==> src/rtl/router_pkg.sv <==
// Shared definitions for the 1x3 router control path: FSM state encodings and
// destination port addresses.
package router_pkg;

    typedef enum logic [2:0] {
        DECODE_ADDRESS     = 3'd0,
        LOAD_FIRST_DATA    = 3'd1,
        LOAD_DATA          = 3'd2,
        LOAD_PARITY        = 3'd3,
        CHECK_PARITY_ERROR = 3'd4,
        FIFO_FULL_STATE    = 3'd5,
        LOAD_AFTER_FULL    = 3'd6,
        WAIT_TILL_EMPTY    = 3'd7
    } state_t;

    localparam logic [1:0] ADDR0 = 2'd0;
    localparam logic [1:0] ADDR1 = 2'd1;
    localparam logic [1:0] ADDR2 = 2'd2;

endpackage

==> src/rtl/router_ctrl_fsm.sv <==
// Control FSM of the 1x3 packet router: decodes the header address and sequences
// header, payload and parity loading, full stalls and destination drain waits.
module router_ctrl_fsm
    import router_pkg::*;
(
    input  logic       clock,
    input  logic       resetn,
    input  logic       pkt_valid,
    input  logic [1:0] data_in,
    input  logic       fifo_full,
    input  logic       fifo_empty_0,
    input  logic       fifo_empty_1,
    input  logic       fifo_empty_2,
    input  logic       soft_reset_0,
    input  logic       soft_reset_1,
    input  logic       soft_reset_2,
    input  logic       parity_done,
    input  logic       low_pkt_valid,
    output logic       write_enb_reg,
    output logic       detect_add,
    output logic       ld_state,
    output logic       laf_state,
    output logic       lfd_state,
    output logic       full_state,
    output logic       rst_int_reg,
    output logic       busy
);

    state_t     state;
    state_t     next_state;
    logic [1:0] addr;
    logic       empty_in;
    logic       empty_addr;
    logic       soft_hit;

    // Per-port selects: incoming header address and the latched packet address
    always_comb begin
        empty_in   = 1'b0;
        empty_addr = 1'b0;
        soft_hit   = 1'b0;
        case (data_in)
            ADDR0:   empty_in = fifo_empty_0;
            ADDR1:   empty_in = fifo_empty_1;
            ADDR2:   empty_in = fifo_empty_2;
            default: empty_in = 1'b0;
        endcase
        case (addr)
            ADDR0: begin
                empty_addr = fifo_empty_0;
                soft_hit   = soft_reset_0;
            end
            ADDR1: begin
                empty_addr = fifo_empty_1;
                soft_hit   = soft_reset_1;
            end
            ADDR2: begin
                empty_addr = fifo_empty_2;
                soft_hit   = soft_reset_2;
            end
            default: begin
                empty_addr = 1'b0;
                soft_hit   = 1'b0;
            end
        endcase
    end

    always_ff @(posedge clock) begin
        if (resetn) begin
            state <= DECODE_ADDRESS;
            addr  <= ADDR0;
        end else begin
            state <= next_state;
            if (state == DECODE_ADDRESS && next_state != DECODE_ADDRESS)
                addr <= data_in;
        end
    end

    always_comb begin
        next_state = state;
        if (state != DECODE_ADDRESS && soft_hit) begin
            next_state = DECODE_ADDRESS;
        end else begin
            case (state)
                DECODE_ADDRESS:
                    if (pkt_valid && data_in != 2'd3)
                        next_state = empty_in ? LOAD_FIRST_DATA : WAIT_TILL_EMPTY;
                LOAD_FIRST_DATA:
                    next_state = LOAD_DATA;
                LOAD_DATA:
                    if (fifo_full)       next_state = FIFO_FULL_STATE;
                    else if (!pkt_valid) next_state = LOAD_PARITY;
                LOAD_PARITY:
                    next_state = CHECK_PARITY_ERROR;
                CHECK_PARITY_ERROR:
                    next_state = fifo_full ? FIFO_FULL_STATE : DECODE_ADDRESS;
                FIFO_FULL_STATE:
                    if (!fifo_full) next_state = LOAD_AFTER_FULL;
                LOAD_AFTER_FULL:
                    if (parity_done)        next_state = DECODE_ADDRESS;
                    else if (low_pkt_valid) next_state = LOAD_PARITY;
                    else                    next_state = LOAD_DATA;
                WAIT_TILL_EMPTY:
                    if (empty_addr) next_state = LOAD_FIRST_DATA;
                default:
                    next_state = DECODE_ADDRESS;
            endcase
        end
    end

    always_comb begin
        detect_add    = 1'b0;
        lfd_state     = 1'b0;
        ld_state      = 1'b0;
        laf_state     = 1'b0;
        full_state    = 1'b0;
        rst_int_reg   = 1'b0;
        write_enb_reg = 1'b0;
        busy          = 1'b1;
        case (state)
            DECODE_ADDRESS: begin
                detect_add = 1'b1;
                busy       = 1'b0;
            end
            LOAD_FIRST_DATA:    lfd_state = 1'b1;
            LOAD_DATA: begin
                ld_state      = 1'b1;
                write_enb_reg = 1'b1;
                busy          = 1'b0;
            end
            LOAD_PARITY:        write_enb_reg = 1'b1;
            CHECK_PARITY_ERROR: rst_int_reg = 1'b1;
            FIFO_FULL_STATE:    full_state = 1'b1;
            LOAD_AFTER_FULL: begin
                laf_state     = 1'b1;
                write_enb_reg = 1'b1;
            end
            default: ;
        endcase
    end

endmodule

==> config.mk <==
export PLATFORM = sky130hd
export DESIGN_NAME = router_ctrl_fsm
export DESIGN_NICKNAME = d
export VERILOG_FILES = /design/src/rtl/router_pkg.sv /design/src/rtl/router_ctrl_fsm.sv
export SDC_FILE = /design/constraint.sdc
export NUM_CORES = 1
export LEC_CHECK = 0
export CORE_ASPECT_RATIO = 0.9
export CORE_UTILIZATION = 27
export DETAILED_ROUTE_END_ITERATION = 12
export GPL_TIMING_DRIVEN = 0
export SYNTH_ARGS = -nofsm -noshare
export SYNTH_HDL_FRONTEND = slang
export SYNTH_SLANG_ARGS = --single-unit
==> constraint.sdc <==
create_clock -name clock -period 1.55 [get_ports clock]
set_input_delay 0.2325 -clock clock [delete_from_list [all_inputs] [get_ports clock]]
set_output_delay 0.2325 -clock clock [all_outputs]
set_load 0.01 [all_outputs]
== Word-level counts from Yosys, hierarchy flattened ==
Index checks and enable logic that the tools add are counted.
Storage, ports and cells
  flip-flop bits (word level): 5
  input port bits: 14
  output and inout bits: 8
  word-level logic and storage cells: 46
Cells by class
  equality and inequality tests: 12
  multiplexer cells: 22
  reductions and logical operators: 10
Operator list (count)
  $mux W3: 8
  $pmux W3 S8: 1
  $eq A3 B3 Y1 const B: 4
  $mux W1: 9
  $pmux W1 S3: 3
  $eq A3 B2 Y1 const B: 2
  $reduce_bool A3 Y1: 2
  $eq A2 B1 Y1 const B: 2
  $eq A2 B2 Y1 const B: 2
  $logic_not A2 Y1: 2
  $eq A3 B1 Y1 const B: 1
  $logic_and A1 B1 Y1: 3
  $logic_not A3 Y1: 1
  $reduce_or A3 Y1: 1
  $mux W2: 1
  $ne A2 B2 Y1 const B: 1
  $reduce_or A2 Y1: 1

== Logic depth before layout (Yosys ltp) ==
  depth after elaboration: 8
  depth in mapped cells: 5
  gate-level depth less buffers: 5

== Worst setup path after synthesis ==
OpenSTA, ideal clock, no wires.
  path kind: reg2reg
  from: register state[0]
  to: register state[1]
  setup time: 0.059 ns
  data arrival time: 1.139 ns
  required time: 1.491 ns
  slack: 0.352 ns
  stages on the path, launching flop included: 5
  buffers on the path: 0
  period minus slack after synthesis: 1.198 ns
  path through: dfxtp_1 > or3_4 > a2bb2oi_1 > a21oi_1 > o31a_1
Between the ends
  word-level cells in the longest chain between the ends: 3
  elaborated cells on any way between the ends: 12
  classes of those cells: 7 x eq/ne; 2 x mux; 3 x reduce/logical
RTL lines
  start: declaration: line router_ctrl_fsm.sv:29  | state_t state;
  start signal: assignment: line router_ctrl_fsm.sv:72  | state <= next_state;
  $eq A3 B3 Y1, or another cell as far along: line router_ctrl_fsm.sv:83  | case (state)
  $pmux W3 S8 or $logic_and A1 B1 Y1 (tied branches): line router_ctrl_fsm.sv:83, router_ctrl_fsm.sv:80
  $mux W3 *: line router_ctrl_fsm.sv:80  | if (state != DECODE_ADDRESS && soft_hit) begin
Mark *: on every way between the ends. The rest lies on a longest branch, timed or not.
A chain may end at the register's enable or synchronous reset.

== Worst setup path in the final report ==
  from: register state[2]
  to: output busy
Between the ends
  word-level cells in the longest chain between the ends: 3
  elaborated cells on any way between the ends: 4
  classes of those cells: 1 x eq/ne; 1 x mux; 2 x reduce/logical
RTL lines
  $eq A3 B2 Y1 or $logic_not A3 Y1 (tied branches): line router_ctrl_fsm.sv:119  | case (state)
  $reduce_or A2 Y1 (no line) *
  $mux W1 *: line router_ctrl_fsm.sv:119
  end: declaration: line router_ctrl_fsm.sv:26  | output logic busy
Marks and branches as above.

==> impl_summary.log <==
[metrics] global-route usage over all layers: 0.144
[metrics] reg-to-reg slack, setup: 0.24 ns
[metrics] area of all placed cells without fillers: 672 µm²
[metrics] Detail Route Antenna Nets: 0
[metrics] Reg-to-Reg Start: state[2]
[metrics] RD Place Congestion: 0.727
[metrics] post-cts repair resize count: 18
[metrics] maxcap violations: 0
[metrics] final setup fails: 0
[metrics] worst-path cell chain: buf_4 > or2_2 > clkdlybuf4s15_1
[metrics] via count of the first global-routing pass: 428
[metrics] Post-synth ARST share: 0
[metrics] post-cts hold buffer count: 0
[metrics] slew of the pin with the lowest slew margin: 0.289 ns
[metrics] critical path capture point type: primary output
[metrics] Critical Path Fanout Max: 10
[metrics] peak supply drop: 0.824 mV
[metrics] standard-cell row count: 13
[metrics] Syn Std Cell Area: 422 µm²
[metrics] synthesized flop and latch total: 5
[metrics] Slew Limit Fails: 0
[metrics] count of cells along the worst register-to-register path: 4
[metrics] slowest cell on the critical path: sky130_fd_sc_hd__dfxtp_1
[metrics] total power of the final layout: 0.000944 W
[metrics] iteration-0 DRC count of the detailed router: 14
[metrics] Post-CTS Setup Inserts: 0
[metrics] count of inserted antenna diode cells: 0
[metrics] hold path startpoint: addr[1]
[metrics] slowest cell delay on critical path: 0.32 ns
[metrics] Yosys top cell area share: 0.237
[metrics] CP endpoint: busy
[metrics] number of placed I/O pins: 22
[metrics] critical path depth: 3
[metrics] Period minus WS final: 1.49 ns
[metrics] post-synthesis cell type with the largest combined area: sky130_fd_sc_hd__dfxtp_1
[metrics] RSZ-0062 raised after global routing: false
[metrics] later-pin clock latency in the skew report: 0.23 ns
[metrics] number of placed instances, taps included: 95
[metrics] final hold violations: 0
[metrics] maximum clock frequency: 0.672 GHz
[metrics] post-synthesis instance total: 59
[metrics] IO Port Bufs: 21
[metrics] Synthesis Warnings: 0
[metrics] core area: 1450 µm²
[metrics] overall die area: 1720 µm²
[metrics] DP Area: 651 µm²
[metrics] Clock Skew: 0.000318 ns
[metrics] total CTS buffers: 3
[metrics] number of clock sinks seen by CTS: 5
[metrics] number of antenna violations at the first check in global routing: 0
[metrics] first-pass GRT wire length: 1750 µm
[metrics] critical path buffer and inverter count: 2
[metrics] final sum of negative setup slack: 0 ns
[metrics] endpoint of the most critical register-to-register path: addr[1]
[metrics] Synth area leaders: sky130_fd_sc_hd__dfxtp_1 (24%), sky130_fd_sc_hd__nor2_1 (8.9%), sky130_fd_sc_hd__mux2i_1 (7.1%)
[metrics] register clock-pin slew on the reported worst setup and hold paths: 0.04 ns
[metrics] EDFF count, synth: 0
[metrics] outcome: finished with violations
[metrics] Area Growth Syn to Fin: 59.3%
[metrics] Vert. Die Dim: 39.5 µm
[metrics] effective utilization at floorplan: 0.291
[metrics] half-perimeter wire length after placement: 841 µm
[metrics] number of nets in the layout: 99
[metrics] leading cell types in the layout, fill and taps excluded: sky130_fd_sc_hd__clkdlybuf4s50_1 (13), sky130_fd_sc_hd__nor2_1 (10), sky130_fd_sc_hd__a21oi_1 (5)
[metrics] type of the tightest min-delay check: reg2reg
[metrics] clock tree from TritonCTS: built
[metrics] category of the worst setup path launch point: flip-flop
[metrics] Final period util: 0.960
[metrics] DRC violations left: 3
[metrics] Total Routed Length: 1100 µm
[metrics] net count of the mapped netlist: 73
[metrics] critical path required time: 1.32 ns
[metrics] leak pwr: 0.294 nW
[metrics] count of distinct cell types in the synthesized netlist: 29
[metrics] H-Tree Depth: 1
[metrics] violations in the final reports: design-rule violations
[metrics] Crit Path Category: reg2out
[metrics] power density of the placed cells: 1400 nW/µm²
[metrics] WP data arrival: 1.26 ns
[metrics] worst setup path startpoint: state[2]
[metrics] most used flip-flop cell after synthesis: sky130_fd_sc_hd__dfxtp_1
[metrics] average cell area after synthesis: 7.15 µm²
[metrics] clk buf depth: 2
[metrics] most common library cell in the layout ignoring fill and taps: sky130_fd_sc_hd__clkdlybuf4s50_1
[metrics] average wire per cell in the routed design: 11.1 µm
[metrics] grt total ovfl: 0
[metrics] total vias in the final route: 490
[metrics] total iterations of the first detailed-routing run: 8
[metrics] number of standard cells in the final layout excluding fillers: 99
[metrics] Die X: 43.7 µm
[metrics] pin count of the biggest net entering global routing: 11
[metrics] relative max-transition margin: 0.807
[metrics] clock root cell: sky130_fd_sc_hd__clkbuf_4
[metrics] part of the Yosys area used for sequential elements: 0.237
[metrics] share of final-layout standard cells stronger than drive strength 1: 0.143
[metrics] via/cell ratio: 4.95
[metrics] CP delay by family, top: buffers and inverters
## worst min path at each step
stage               cells after the start  endpoint
CTS                                     2   addr[1]
floorplan                               1   addr[0]
finish                                  2   addr[1]
global placement                        2   addr[1]
global route                            2   addr[1]
detailed placement                      2   addr[1]
## sequential cells by signal (all words and copies together), names as in the netlist
register  count
state         3
addr          2
## metrics by stage
stage                util  hold slack, ns  setup slack (ns)
floorplan               -           0.312             0.352
global placement    0.449           0.529            -0.162
detailed placement  0.449           0.538            -0.157
CTS                 0.467           0.552           0.00288
global route        0.464           0.603           0.00550
finish              0.464           0.547            0.0616
## cells in the mapped netlist, types with 2 or more instances
cell and instances:
sky130_fd_sc_hd__a21oi_1 5, sky130_fd_sc_hd__and3_1 2, sky130_fd_sc_hd__dfxtp_1 5, sky130_fd_sc_hd__inv_1 3
sky130_fd_sc_hd__mux2i_1 3, sky130_fd_sc_hd__nand2_1 3, sky130_fd_sc_hd__nand2b_1 2, sky130_fd_sc_hd__nand3b_1 2
sky130_fd_sc_hd__nor2_1 10, sky130_fd_sc_hd__nor2b_1 2, sky130_fd_sc_hd__nor3_1 3, sky130_fd_sc_hd__or2b_1 2
## per-layer routing
| metal | GRT usage | routed length, µm | vias to the layer above |
|---|---|---|---|
| met4 | 0.0938 | 7 | 0 |
| met5 | 0 | 0 | - |
| met3 | 0.0369 | 75 | 2 |
| met2 | 0.213 | 451 | 11 |
| li1 | - | - | 260 |
| met1 | 0.185 | 566 | 217 |
## report_power, final
part	switching, W	internal [W]	total (W)
Sequential	0.0000468	0.000173	0.000220
Combinational	0.000278	0.000302	0.000580
Clock	0.0000477	0.0000970	0.000145
Total	0.000372	0.000572	0.000944
## worst reg2reg max path, cell delays in order, from the launching register on
cell	delay, ns
sky130_fd_sc_hd__dfxtp_1	0.32
sky130_fd_sc_hd__or3_4	0.40
sky130_fd_sc_hd__nor3b_1	0.31
sky130_fd_sc_hd__nor2_1	0.07
sky130_fd_sc_hd__nor3_1	0.14
## final cells by class
type                            count  area [µm²]
Fill cell                         146         776
Multi-Input combinational cell     48         300
Timing Repair Buffer               21         195
Sequential cell                     5         101
Clock buffer                        4        26.3
Tap cell                           15        18.8
Buffer                              2        15.0
Inverter                            4        15.0
## cell families (layout without fill, tap and decap cells)
kind of cell,Yosys count,after routing,synth area share
compound gates,15,15,0.240
simple gates,30,30,0.395
mux,3,3,0.0712
flops,5,5,0.237
buf+inv,6,31,0.0563
Note: power is estimated with default switching activity, not from simulation.
